==> src/rtl/led_matrix_pkg.sv <==
// Shared constants and types for the HUB75 LED matrix scan path.
package led_matrix_pkg;

    localparam int COLS      = 64;
    localparam int ROWS      = 64;
    localparam int SCAN_ROWS = ROWS / 2;

    typedef enum logic [2:0] {
        IDLE,
        FETCH,
        SHIFT,
        BLANK,
        LATCH,
        DISPLAY
    } state_t;

    typedef logic [2:0] color_t;

endpackage

==> src/rtl/hub75_serializer.sv <==
// Holds one row pair and shifts it out column by column with a divided hub_clk.
module hub75_serializer
    import led_matrix_pkg::*;
#(
    parameter int     COLS     = 64,
    parameter int     CLK_DIV  = 2,
    parameter color_t ON_COLOR = 3'b010
) (
    input  logic            clk,
    input  logic            rst,
    input  logic            load_top,
    input  logic            load_bot,
    input  logic [COLS-1:0] data,
    input  logic            run,
    output logic            hub_clk,
    output color_t          rgb1,
    output color_t          rgb2,
    output logic            done
);

    localparam int CW = (COLS > 1) ? $clog2(COLS) : 1;
    localparam int DW = $clog2(CLK_DIV + 1);

    logic [COLS-1:0] top;
    logic [COLS-1:0] bot;
    logic [CW-1:0]   col;
    logic [DW-1:0]   div;
    logic            phase;
    logic            div_end;

    assign div_end = (div == DW'(CLK_DIV - 1));

    // phase 0 is the low half of hub_clk, phase 1 the high half; a column ends on the high half
    always_ff @(posedge clk) begin
        if (rst) begin
            top   <= '0;
            bot   <= '0;
            col   <= '0;
            div   <= '0;
            phase <= 1'b0;
        end else begin
            if (load_top) top <= data;
            if (load_bot) bot <= data;
            if (!run) begin
                col   <= '0;
                div   <= '0;
                phase <= 1'b0;
            end else if (div_end) begin
                div   <= '0;
                phase <= ~phase;
                if (phase) col <= col + 1'b1;
            end else begin
                div <= div + 1'b1;
            end
        end
    end

    assign hub_clk = run & phase;
    assign rgb1    = run ? (ON_COLOR & {3{top[col]}}) : '0;
    assign rgb2    = run ? (ON_COLOR & {3{bot[col]}}) : '0;
    assign done    = run & phase & div_end & (col == CW'(COLS - 1));

endmodule

==> src/rtl/led_matrix_scan.sv <==
// HUB75 1/32-scan driver: fetches row pairs from the Pong framebuffer and refreshes the panel.
module led_matrix_scan
    import led_matrix_pkg::*;
#(
    parameter int     COLS      = led_matrix_pkg::COLS,
    parameter int     ROWS      = led_matrix_pkg::ROWS,
    parameter int     CLK_DIV   = 2,
    parameter int     ON_CYCLES = 256,
    parameter color_t ON_COLOR  = 3'b010
) (
    input  logic            clk,
    input  logic            rst,
    input  logic            enable,
    output logic            fb_rd,
    output logic [5:0]      fb_addr,
    input  logic [COLS-1:0] fb_data,
    output logic            hub_r1,
    output logic            hub_g1,
    output logic            hub_b1,
    output logic            hub_r2,
    output logic            hub_g2,
    output logic            hub_b2,
    output logic [4:0]      hub_addr,
    output logic            hub_clk,
    output logic            hub_lat,
    output logic            hub_oe_n,
    output logic            frame_start
);

    localparam int SCAN = ROWS / 2;
    localparam int LW   = $clog2(CLK_DIV + 1);
    localparam int OW   = $clog2(ON_CYCLES + 1);

    state_t        state;
    logic [1:0]    fph;
    logic [4:0]    scan_row;
    logic [LW-1:0] lat_cnt;
    logic [OW-1:0] on_cnt;
    logic          ser_done;
    color_t        rgb1;
    color_t        rgb2;

    always_ff @(posedge clk) begin
        if (rst) begin
            state    <= IDLE;
            fph      <= '0;
            scan_row <= '0;
            lat_cnt  <= '0;
            on_cnt   <= '0;
            hub_addr <= '0;
        end else begin
            case (state)
                IDLE: begin
                    if (enable) begin
                        state <= FETCH;
                        fph   <= '0;
                    end
                end
                FETCH: begin
                    if (fph == 2'd2) begin
                        state <= SHIFT;
                        fph   <= '0;
                    end else begin
                        fph <= fph + 1'b1;
                    end
                end
                SHIFT: begin
                    if (ser_done) state <= BLANK;
                end
                BLANK: begin
                    hub_addr <= scan_row;
                    lat_cnt  <= '0;
                    state    <= LATCH;
                end
                LATCH: begin
                    if (lat_cnt == LW'(CLK_DIV - 1)) begin
                        on_cnt <= '0;
                        state  <= DISPLAY;
                    end else begin
                        lat_cnt <= lat_cnt + 1'b1;
                    end
                end
                DISPLAY: begin
                    // enable is only honoured here, so a row that has started always completes
                    if (on_cnt == OW'(ON_CYCLES - 1)) begin
                        scan_row <= (scan_row == 5'(SCAN - 1)) ? '0 : scan_row + 1'b1;
                        state    <= enable ? FETCH : IDLE;
                    end else begin
                        on_cnt <= on_cnt + 1'b1;
                    end
                end
                default: state <= IDLE;
            endcase
        end
    end

    always_comb begin
        fb_rd   = 1'b0;
        fb_addr = '0;
        if (state == FETCH && fph != 2'd2) begin
            fb_rd   = 1'b1;
            fb_addr = (fph == 2'd0) ? {1'b0, scan_row} : {1'b0, scan_row} + 6'(SCAN);
        end
    end

    assign frame_start = (state == FETCH) && (fph == 2'd0) && (scan_row == 5'd0);
    assign hub_lat     = (state == LATCH);
    assign hub_oe_n    = (state != DISPLAY);

    hub75_serializer #(
        .COLS    (COLS),
        .CLK_DIV (CLK_DIV),
        .ON_COLOR(ON_COLOR)
    ) u_ser (
        .clk     (clk),
        .rst     (rst),
        .load_top(state == FETCH && fph == 2'd1),
        .load_bot(state == FETCH && fph == 2'd2),
        .data    (fb_data),
        .run     (state == SHIFT),
        .hub_clk (hub_clk),
        .rgb1    (rgb1),
        .rgb2    (rgb2),
        .done    (ser_done)
    );

    assign {hub_r1, hub_g1, hub_b1} = rgb1;
    assign {hub_r2, hub_g2, hub_b2} = rgb2;

endmodule

==> config.mk <==
export PLATFORM = sky130hd
export DESIGN_NAME = led_matrix_scan
export DESIGN_NICKNAME = d
export VERILOG_FILES = /design/src/rtl/led_matrix_pkg.sv /design/src/rtl/hub75_serializer.sv /design/src/rtl/led_matrix_scan.sv
export SDC_FILE = /design/constraint.sdc
export NUM_CORES = 1
export LEC_CHECK = 0
export BUFFER_PORTS_ARGS = -buffer_cell sky130_fd_sc_hd__buf_4
export CAP_MARGIN = 40
export CORE_UTILIZATION = 58
export CTS_CLUSTER_SIZE = 25
export DETAILED_ROUTE_END_ITERATION = 8
export GPL_TIMING_DRIVEN = 0
export PLACE_DENSITY = 0.91
export SYNTH_ARGS = -nofsm -noshare
export SYNTH_HDL_FRONTEND = slang
export SYNTH_SLANG_ARGS = --single-unit
==> constraint.sdc <==
create_clock -name clk -period 2.2 [get_ports clk]
set_input_delay 0.22 -clock clk [delete_from_list [all_inputs] [get_ports clk]]
set_output_delay 0.22 -clock clk [all_outputs]
set_load 0.01 [all_outputs]
== Word-level counts from Yosys, hierarchy flattened ==
Index checks and enable logic that the tools add are counted.

* Add/sub/neg operators: 7
* $mul: 0
* Bitwise gates (word level): 5
* Muxes and demuxes: 25
* Reductions and logical operators: 19
* Order comparisons: 1
* Shifts and indexed selects: 0
* Equality and inequality tests: 21
* Divide/modulo/power cells: 0

{| class="wikitable"
|+ Operators by type and width
! operator !! number
|-
| 2-to-1 mux 9 bit || 2
|-
| case mux 3 bit (6 select lines) || 1
|-
| case mux 9 bit (2 select lines) || 1
|-
| 2-to-1 mux 3 bit || 5
|-
| != test 2 bit (second input constant) || 7
|-
| binary-select mux 1 bit (select 6 bit) || 2
|-
| 2-to-1 mux 6 bit || 2
|-
| 2-to-1 mux 2 bit || 5
|-
| adder 9 x 1 -> 9 bit (second input constant) || 1
|-
| == test 9 x 8 -> 1 bit (second input constant) || 1
|-
| case mux 2 bit (2 select lines) || 2
|-
| AND reduction 2 bit || 4
|-
| less-than comparator 6 x 7 -> 1 bit (second input constant) || 1
|-
| adder 2 x 1 -> 2 bit (second input constant) || 3
|-
| adder 5 x 6 -> 6 bit (second input constant) || 1
|-
| adder 6 x 1 -> 6 bit (second input constant) || 1
|-
| == test 2 x 1 -> 1 bit (second input constant) || 3
|-
| == test 3 x 2 -> 1 bit (second input constant) || 2
|-
| == test 3 bit (second input constant) || 2
|-
| == test 6 bit (second input constant) || 1
|-
| nonzero test 2 bit || 3
|-
| adder 5 x 1 -> 5 bit (second input constant) || 1
|-
| == test 5 bit (second input constant) || 1
|-
| logical AND 1 bit || 5
|-
| other kinds (15) || 21
|}

* Output and inout bits: 22
* Bits in read-only memories: 0
* Word-level logic and storage cells: 89
* Memories: 0
* Bits in latches: 0
* Register bits after elaboration: 163
* RAM bits: 0
* Input bits: 67

== Longest topological paths before layout ==
Gate-level depths: netlist of the first run.

* Depth in word-level cells: 6
* Mapped depth: 10
* Gate-level depth less buffers: 9

== Modules after synthesis ==
A second synthesis of the first run with hierarchy kept.

* Cell total of the unflattened synthesis: 721
* Area total of the unflattened synthesis: 7358.3 µm²

{| class="wikitable"
|+ Modules (own cells, without submodules)
! module !! sequential area each (µm²) !! times used !! cells an instance !! area an instance (µm²)
|-
| hub75_serializer || 2742.6 || 1 || 560 || 5985.7
|-
| led_matrix_scan || 520.5 || 1 || 161 || 1372.6
|}

== Worst setup path after synthesis of the first run ==
Ideal clock, no wire load.

* Path kind: flip-flop to output port
* Start: register u_ser.col[1]
* End: output hub_g2
* Buffers on the path: 3
* Path slack: 0.290 ns
* Data required time: 1.980 ns
* Stages on the path, launching flop included: 9
* Arrival time: 1.690 ns
* Cells stage by stage: dfxtp_1 > buf_4 > buf_4 > buf_4 > mux4_2 > mux2_2 > nand2_1 > o211ai_1 > o2bb2ai_1

* Cells in the longest elaborated chain, start to end: 3

{| class="wikitable"
|+ Ends and longest elaborated chain
! element !! RTL line !! text
|-
| start: declaration || hub75_serializer.sv:26 || <nowiki>logic [CW-1:0] col;</nowiki>
|-
| start signal: assignment || hub75_serializer.sv:51 || <nowiki>if (phase) col <= col + 1'b1;</nowiki>
|-
| binary-select mux 1 bit (select 6 bit) || hub75_serializer.sv:60 || <nowiki>assign rgb2 = run ? (ON_COLOR & {3{bot[col]}}) : '0;</nowiki>
|-
| 2-to-1 mux 1 bit (implied by the code) || hub75_serializer.sv:60 ||
|-
| 2-to-1 mux 2 bit || hub75_serializer.sv:60 ||
|-
| end: declaration || led_matrix_scan.sv:21 || <nowiki>output logic hub_g2,</nowiki>
|}

No other way between the ends. The select of a mux whose other input is x is not followed.

== Worst setup path after layout of the first run ==
* Start: register u_ser.col[0]
* End: output hub_g2

The elaborated chain is that of the path after synthesis.

==> out/summary.log, run 1 <==
[worst_setup_path] CP endpoint kind primary output
[final_layout] relative area change from synthesis to final layout 25.1%
[synth] most common flop cell mapped by yosys sky130_fd_sc_hd__dfxtp_1
[placement] number of I/O port buffers 83
[cts] TritonCTS clock tree built
[worst_setup_path] worst endpoint data arrival time 2.40 ns
[global_routing] total routing usage reported by global routing 34.0%
[synth] fraction of synthesized cell area taken by the top area cell type 44.6%
[synth] number of cells produced by synthesis 870
[worst_setup_path] critical path start-end classification flop to primary output
[sta] number of slew-limit violations in the final report 0
[floorplan] vertical die dimension 114 µm
[routing] drc violations 0
[global_routing] number of global-route vias before repair 6,821
[worst_setup_path] required time of the critical path 1.98 ns
[cts] Clock Latency Late Sink 0.44 ns
[power_and_ir_drop] part of the power in registers 42.7%
[power_and_ir_drop] proportion of power drawn by combinational gates 16.6%
[sta] maximum achievable frequency 381 MHz
[cts] clk sinks 163
[routing] first-pass iteration count of the detailed router 7
[synth] portion of the post-synthesis area used by sequential elements 44.6%
[power_and_ir_drop] Peak supply drop 0.000760 V
[synth] distinct cell type count of the synthesized netlist 48
[cts] clock buffer depth 2
[routing] total wire length 21,800 µm
[final_layout] ant diodes 0
[cts] clk slew on worst S/H paths 0.07 ns
[cts] clock buffer count from CTS 17
[sta] setup repair after global routing missed its margin yes
[synth] dominant cell type by area after synthesis sky130_fd_sc_hd__dfxtp_1
[placement] HPWL after DPL 13,100 µm
[sta] transition at the pin with the smallest max-transition slack 0.694 ns
[global_routing] pin count of the biggest net entering global routing 17
[floorplan] IO Count 89
[final_layout] Final Non-Filler Cells 1,172
[routing] drt initial violations 936
[floorplan] starting utilization of the core area 60.2%
[floorplan] horizontal die dimension 114 µm
[cts] number of buffers inserted for hold repair after clock tree synthesis 0
[sta] worst rel slew slack 53.8%
[placement] weighted congestion reported at the end of routability-driven placement 0.872
[final_layout] ratio of cells with drive above 1 in the final layout 22.7%
[routing] Routed Antenna Nets 0
[min_path] kind of path behind the tightest hold check input pin to flop
[sta] count of final hold-check violations 0
[placement] standard cell area after detailed placement 0.00816 mm²
[synth] Post-Syn Area 0.00732 mm²
[sta] final setup margin -0.423 ns
[floorplan] Site Rows 40
[cts] clock root buffer master sky130_fd_sc_hd__clkbuf_16
[synth] Post-Synthesis Mean Instance Area 8.41 µm²
[final_layout] final core area utilization 75.2%
[routing] number of vias in the routed layout 7,047
[power_and_ir_drop] total power density per cell area 822 mW/mm²
[power_and_ir_drop] Power Total 7520 µW
[floorplan] Total Die Area 0.0131 mm²
[power_and_ir_drop] switching power share of the total 27.4%
[routing] DR vias/cell 6.01
[power_and_ir_drop] clock group share of total power 40.7%
[power_and_ir_drop] Internal Pwr Total 5460 µW
[cts] CTS HTree Levels 4
[global_routing] overflow left after global routing 0
[worst_setup_path] type of element launching the critical path flop
[power_and_ir_drop] leakage power summed over all cells 0.00330 µW
[power_and_ir_drop] Switch Pwr 2060 µW
[sta] Hold Worst Slack 0.0374 ns
[floorplan] core region area 0.0122 mm²
[routing] WL per Instance 18.6 µm
[synth] number of synthesized register bits 163
[synth] Yosys warning total 0
[status] failing checks setup timing
[run] Max-Cap Viols 0
[sta] post-layout min period 2.62 ns
[synth] EDFF count, synth 0
[worst_setup_path] worst-path fanout max 8
[synth] Synth area leaders sky130_fd_sc_hd__dfxtp_1 (45%), sky130_fd_sc_hd__nand2_1 (14%), sky130_fd_sc_hd__a21oi_1 (10%), sky130_fd_sc_hd__mux4_2 (7.7%), sky130_fd_sc_hd__mux2i_1 (3.8%)
[placement] number of instances in the placed design 1,124
[sta] portion of the clock cycle consumed by the worst path in the final layout 119%
[sta] clock skew after layout 0.00975 ns
[synth] fraction of registers with async set or reset after synthesis 0%
[status] run status complete, but fails checks
[final_layout] final non-filler cell area 0.00915 mm²
[sta] Setup-failing EPs final 2
[global_routing] antenna violations before repair 0
[global_routing] first-pass GRT wire length 33,800 µm
[final_layout] Net count, final 1,066
[final_layout] number of fill cells in the layout 782
## stage by stage
stage / TNS [ns] / setup slack (ns)
after floorplan: 0 / 0.290
after global placement: -0.388 / -0.209
after detailed placement: -0.512 / -0.333
after CTS: -0.778 / -0.416
after global routing: -1.02 / -0.501
final: -0.843 / -0.423
## flip-flops by register name, summed over array words and instances (netlist names)
signal       flops
fph              2
hub_addr         5
lat_cnt          2
on_cnt           9
scan_row         5
state            3
u_ser.bot       64
u_ser.col        6
u_ser.div        2
u_ser.phase      1
u_ser.top       64
## synthesized netlist by cell type, types with 8 or more instances
master and count:
sky130_fd_sc_hd__a21oi_1 149, sky130_fd_sc_hd__nand3_1 9, sky130_fd_sc_hd__buf_6 8, sky130_fd_sc_hd__nand2_1 272
sky130_fd_sc_hd__mux2i_1 28, sky130_fd_sc_hd__ha_1 8, sky130_fd_sc_hd__buf_4 22, sky130_fd_sc_hd__clkbuf_1 30
sky130_fd_sc_hd__dfxtp_1 163, sky130_fd_sc_hd__nor2_1 39, sky130_fd_sc_hd__buf_2 9, sky130_fd_sc_hd__nor3_1 13
sky130_fd_sc_hd__mux4_2 25
## layout make-up
class                           instances  area [µm²]  area share [%]
Multi-Input combinational cell        633        3710            40.6
Sequential cell                       163        3270            35.8
Clock buffer                           21         450            4.92
Inverter                                6        22.5           0.246
Buffer                                 67         493            5.39
Clock inverter                         11         149            1.63
Tap cell                              168         210            2.30
Timing Repair Buffer                  103         837            9.15
## what timing repair did
| item | in CTS | in global routing |
|---|---|---|
| endpoints found under the setup margin | 10 | 38 |
| buffers inserted | 15 | 4 |
| pin swaps | 3 | 4 |
| resized for setup | 45 | 16 |
| cloned | 1 | 0 |
## logic make-up (layout without fill, tap and decap cells)
family	count (synthesis)	count (layout)	share of synthesized area [%]
fa+ha+maj	8	8	1.37
mux	56	56	12.0
other cells	1	4	0.0513
simple gates	378	378	21.8
flops	163	163	44.6
compound gates	176	176	12.8
xor+xnor	11	11	1.32
buf+inv	77	208	6.05
## layer usage
layer / part of all wire (%) / global-route usage [%] / vias up / wire (µm)
li1: - / - / 3173 / -
met1: 38 / 42.1 / 3255 / 8190
met2: 46 / 52.2 / 495 / 10100
met3: 11 / 9.37 / 124 / 2350
met4: 5.3 / 22.1 / 0 / 1160
met5: 0 / 0 / - / 0
## power by group through the flow
stage | Combinational (µW) | Clock (µW) | Sequential, µW
5_1_grt | 1340 | 3190 | 3220
3_3_place_gp | 1060 | 0 | 3250
2_1_floorplan | 735 | 0 | 3240
4_1_cts | 1170 | 3050 | 3200
3_5_place_dp | 1090 | 0 | 3260
6_report | 1250 | 3060 | 3210
## critical path, stage by stage (launching register included)
cell and delay (ns):
sky130_fd_sc_hd__dfxtp_4 0.37, sky130_fd_sc_hd__buf_12 0.15, sky130_fd_sc_hd__buf_4 0.14, sky130_fd_sc_hd__mux4_2 0.36, sky130_fd_sc_hd__a21oi_1 0.07, sky130_fd_sc_hd__a21o_1 0.19, sky130_fd_sc_hd__a211oi_2 0.28, sky130_fd_sc_hd__o2bb2ai_2 0.21
sky130_fd_sc_hd__buf_4 0.18
## path summary, 6_finish.rpt
kind | startpoint | end | slack (ns) | depth (start not counted)
max | u_ser.col[0]$_SDFFE_PP0P_ | hub_g2 | -0.42 | 8
min | fb_data[37] | u_ser.top[37]$_SDFFE_PP0P_ | 0.04 | 3
max reg2reg | on_cnt[0]$_SDFFE_PP0P_ | on_cnt[5]$_SDFFE_PP0P_ | 0.08 | 10
min reg2reg | u_ser.div[0]$_SDFF_PP0_ | u_ser.div[0]$_SDFF_PP0_ | 0.45 | 1
## layout by cell type (no fill, tap or decap), types with 6 or more instances in the layout
cell,instances
sky130_fd_sc_hd__nand2_1,271
sky130_fd_sc_hd__dfxtp_1,160
sky130_fd_sc_hd__a21oi_1,147
sky130_fd_sc_hd__buf_4,113
sky130_fd_sc_hd__nor2_1,39
sky130_fd_sc_hd__clkbuf_1,29
sky130_fd_sc_hd__mux4_2,25
sky130_fd_sc_hd__mux2i_1,25
sky130_fd_sc_hd__clkbuf_16,17
sky130_fd_sc_hd__buf_6,13
sky130_fd_sc_hd__nor3_1,10
sky130_fd_sc_hd__nand3_1,9
sky130_fd_sc_hd__buf_12,7
sky130_fd_sc_hd__xnor2_1,7
sky130_fd_sc_hd__ha_1,7
sky130_fd_sc_hd__inv_1,6
sky130_fd_sc_hd__buf_2,6
sky130_fd_sc_hd__nor2b_1,6
sky130_fd_sc_hd__a22oi_1,6
sky130_fd_sc_hd__o21ai_0,6
(Power assumes the default switching activity.)
==> run 2: changes to the inputs <==
--- a/config.mk
+++ b/config.mk
@@ -14,4 +14,5 @@
 export PLACE_DENSITY = 0.91
 export SYNTH_ARGS = -nofsm -noshare
 export SYNTH_HDL_FRONTEND = slang
+export SYNTH_HIERARCHICAL = 1
 export SYNTH_SLANG_ARGS = --single-unit
==> run 2 against run 1 <==
  * The flow still finishes with violations (setup timing)
  * Register-to-register slack got worse by 0.18 ns
  * Worst hold slack improved by 0.0058 ns
  * Die area rose by 0.57%
  * Final area grew 0.55%
  * Combinational power fell by 70%
  * Area after synthesis grew 0.58%
  * Non-clock buffer count shrank 22
  * Critical endpoint unchanged
  * Largest power group unchanged
  * Highest routed layer unchanged
==> out/summary.log, run 2 <==
[synth] fraction of registers with async set or reset after synthesis 0% [unchanged]
[sta] Setup-failing EPs final 3 [+1]
[sta] count of final hold-check violations 0 [unchanged]
[worst_setup_path] critical path start-end classification flop to primary output
[final_layout] multi-input logic area 0.00392 mm² [+5.6%]
[status] failing checks setup timing
[floorplan] core region area 0.0122 mm² [+0.41%]
[cts] TritonCTS clock tree built
[worst_setup_path] required time of the critical path 1.98 ns [about the same]
[placement] HPWL after DPL 12,300 µm [-5.7%]
[synth] cell with the most instances after synthesis sky130_fd_sc_hd__nor2_1
[final_layout] area taken by flip-flops and latches 0.00327 mm² [-0.11%]
[synth] most frequent cells after synthesis sky130_fd_sc_hd__nor2_1 (168), sky130_fd_sc_hd__dfxtp_1 (163), sky130_fd_sc_hd__mux2i_1 (147)
[sta] final setup margin -0.550 ns [-0.127 ns]
[routing] number of vias in the routed layout 6,196 [-12%]
[power_and_ir_drop] Power Total 6260 µW [-17%]
[sta] Setup TNS -1.19 ns [-0.350 ns]
[final_layout] highest-count cells in the layout ignoring fill and taps sky130_fd_sc_hd__nor2_1 (168), sky130_fd_sc_hd__dfxtp_1 (161), sky130_fd_sc_hd__mux2i_1 (145)
[synth] portion of the post-synthesis area used by sequential elements 44.3% [-0.26 points]
[min_path] Hold Path Cell Cnt 3 [unchanged]
[sta] clock skew after layout 0.00828 ns [-0.00147 ns]
[floorplan] Site Rows 40 [unchanged]
[floorplan] IO Count 89 [unchanged]
[cts] CTS HTree Levels 4 [unchanged]
[floorplan] vertical die dimension 115 µm [+0.28%]
[cts] Clock Latency Late Sink 0.43 ns [about the same]
[routing] drc violations 0 [unchanged]
[sta] Hold Worst Slack 0.0432 ns [+0.00579 ns]
[final_layout] Final Non-Filler Cells 1,016 [-13%]
[synth] Post-Syn Area 0.00736 mm² [+0.58%]
[global_routing] number of global-route vias before repair 5,966 [-13%]
[final_layout] ratio of cells with drive above 1 in the final layout 25.8% [+3.1 points]
[routing] first-pass iteration count of the detailed router 7 [unchanged]
[routing] WL per Instance 20.2 µm [+8.5%]
[worst_setup_path] type of element launching the critical path flop
[synth] distinct cell type count of the synthesized netlist 58 [+21%]
[synth] most common flop cell mapped by yosys sky130_fd_sc_hd__dfxtp_1
[worst_setup_path] reg-to-reg critical path startpoint state[1]$_SDFFE_PP0P_
[min_path] hold wc startpoint fb_data[28]
[worst_setup_path] worst-path fanout max 10 [+2]
[sta] post-layout min period 2.75 ns [+0.127 ns]
[worst_setup_path] CP endpoint kind primary output
[synth] EDFF count, synth 0 [unchanged]
[power_and_ir_drop] Peak supply drop 0.000562 V [-26%]
[final_layout] biggest registers after layout u_ser/bot: 64 flops, u_ser/top: 64 flops, on_cnt: 9 flops
[min_path] kind of path behind the tightest hold check input pin to flop
[synth] dominant cell type by area after synthesis sky130_fd_sc_hd__dfxtp_1
[worst_setup_path] Setup crit start u_ser/col[1]$_SDFFE_PP0P_
[cts] clock buffer depth 2 [unchanged]
[final_layout] most frequent standard cell in the layout excluding fill and tap cells sky130_fd_sc_hd__nor2_1
[global_routing] overflow left after global routing 0 [unchanged]
[routing] drt initial violations 939 [+0.32%]
[global_routing] first-pass GRT wire length 30,100 µm [-11%]
[synth] Synth area leaders sky130_fd_sc_hd__dfxtp_1 (44%), sky130_fd_sc_hd__mux2i_1 (20%), sky130_fd_sc_hd__nor2_1 (8.6%), sky130_fd_sc_hd__mux4_2 (6.4%), sky130_fd_sc_hd__ha_1 (1.4%)
[worst_setup_path] worst-case reg-to-reg path depth 8 [-2]
[synth] number of synthesized register bits 163 [unchanged]
[routing] total wire length 20,500 µm [-6.0%]
[routing] DR vias/cell 6.10 [+1.4%]
[sta] maximum achievable frequency 364 MHz [-4.6%]
[synth] fraction of synthesized cell area taken by the top area cell type 44.3% [-0.26 points]
[cts] clock root buffer master sky130_fd_sc_hd__clkbuf_16
[synth] Yosys warning total 6 [+6]
[global_routing] antenna violations before repair 0 [unchanged]
[worst_setup_path] worst endpoint data arrival time 2.53 ns [+0.13 ns]
[power_and_ir_drop] total power density per cell area 681 mW/mm² [-17%]
[power_and_ir_drop] leakage power summed over all cells 0.00333 µW [+0.69%]
[sta] worst rel slew slack 51.7% [-2.1 points]
[global_routing] total routing usage reported by global routing 30.3% [-3.7 points]
[floorplan] horizontal die dimension 115 µm [+0.28%]
[sta] portion of the clock cycle consumed by the worst path in the final layout 125% [+5.8 points]
[sta] setup repair after global routing missed its margin yes
[status] run status complete, but fails checks
[sta] transition at the pin with the smallest max-transition slack 0.723 ns [+0.0295 ns]
[global_routing] pin count of the biggest net entering global routing 17 [unchanged]
[cts] clk sinks 163 [unchanged]
[synth] Post-Synthesis Mean Instance Area 10.2 µm² [+21%]
[cts] clk slew on worst S/H paths 0.06 ns [about the same]
[routing] Routed Antenna Nets 0 [unchanged]
[placement] number of I/O port buffers 84 [+1.2%]
[sta] number of slew-limit violations in the final report 0 [unchanged]
[placement] number of instances in the placed design 976 [-13%]
[placement] weighted congestion reported at the end of routability-driven placement 0.844 [-3.2%]
[floorplan] Total Die Area 0.0131 mm² [+0.57%]
[final_layout] relative area change from synthesis to final layout 25.0% [about the same]
[run] Max-Cap Viols 0 [unchanged]
[synth] number of cells produced by synthesis 721 [-17%]
[final_layout] ant diodes 0 [unchanged]
[final_layout] Net count, final 913 [-14%]
[cts] clock buffer count from CTS 17 [unchanged]
[final_layout] number of fill cells in the layout 774 [-1.0%]
[floorplan] starting utilization of the core area 60.3% [+0.10 points]
==> run 2: cell count changes after synthesis, moves of 6 or more <==
cell | previous run | this run
sky130_fd_sc_hd__a21oi_1 | 149 | 15
sky130_fd_sc_hd__buf_2 | 9 | 17
sky130_fd_sc_hd__buf_4 | 22 | 6
sky130_fd_sc_hd__clkbuf_1 | 30 | 17
sky130_fd_sc_hd__mux2i_1 | 28 | 147
sky130_fd_sc_hd__nand2_1 | 272 | 14
sky130_fd_sc_hd__nor2_1 | 39 | 168
sky130_fd_sc_hd__o221ai_1 | 0 | 6
==> run 2: cell type report <==
| cell class | count | share of cell area [%] |
|---|---|---|
| Buffer | 53 | 4.45 |
| Clock buffer | 21 | 5.01 |
| Clock inverter | 8 | 1.14 |
| Inverter | 11 | 0.449 |
| Multi-Input combinational cell | 497 | 42.7 |
| Sequential cell | 163 | 35.5 |
| Tap cell | 168 | 2.29 |
| Timing Repair Buffer | 95 | 8.49 |
==> run 2: repair_timing <==
| item | in CTS | in global routing |
|---|---|---|
| pin swaps | 6 | 8 |
| resized for setup | 35 | 38 |
| setup buffers | 2 | 6 |
| gates cloned | 1 | 2 |
| endpoints found under the setup margin | 124 | 124 |
| endpoints found under the hold margin | 0 | 0 |
| hold buffers | 0 | 0 |
==> run 2: metal layers <==
layer	wire [µm]	up-vias	track usage, %
li1	-	2754	-
met1	8040	3014	34.7
met2	10200	342	51.8
met3	1400	86	9.26
met4	855	0	14.3
met5	0	-	0
==> run 2: logic make-up after synthesis <==
logic type,count (synthesis),share of synthesized area (%)
XOR/XNOR,10,1.19
buffers and inverters,64,4.68
AND/OR/NAND/NOR,243,14.7
adder cells (fa/ha/maj),8,1.36
other,1,0.0510
flip-flops,163,44.3
AO/OA/AOI/OAI,56,5.59
multiplexers,176,28.1
==> run 2: final timing paths <==
| kind | end | slack (ns) |
|---|---|---|
| worst max-delay path | hub_g2 | -0.55 |
| worst max register to register | state[0]$_SDFFE_PP0P_ | -0.10 |
| worst min register to register | u_ser/div[0]$_SDFF_PP0_ | 0.44 |
| worst min-delay path | u_ser/top[28]$_SDFFE_PP0P_ | 0.04 |
==> run 2: through the flow <==
stage          cell area [µm²]  setup slack, ns  util, %
2_1_floorplan             7370            0.195        -
3_3_place_gp              8210           -0.313     67.2
3_5_place_dp              8210           -0.391     67.2
4_1_cts                   8950           -0.335     73.3
5_1_grt                   9200           -0.581     75.3
6_report                  9200           -0.550     75.3
==> run 2: report_power, final <==
group	switching (µW)	internal (µW)	total (µW)	leakage (µW)
combinational	192	177	369	0.00174
clock	1170	1710	2880	0.000268
sequential	21.9	2990	3010	0.00132
total	1380	4880	6260	0.00333
==> run 2: worst max-delay path, cell delays in order, from the launching register on <==
cell	delay, ns
sky130_fd_sc_hd__dfxtp_2	0.34
sky130_fd_sc_hd__buf_8	0.14
sky130_fd_sc_hd__buf_12	0.14
sky130_fd_sc_hd__buf_12	0.14
sky130_fd_sc_hd__buf_12	0.15
sky130_fd_sc_hd__a2111oi_4	0.38
sky130_fd_sc_hd__nor3_2	0.11
sky130_fd_sc_hd__a211oi_2	0.35
sky130_fd_sc_hd__o32ai_2	0.18
sky130_fd_sc_hd__buf_4	0.17
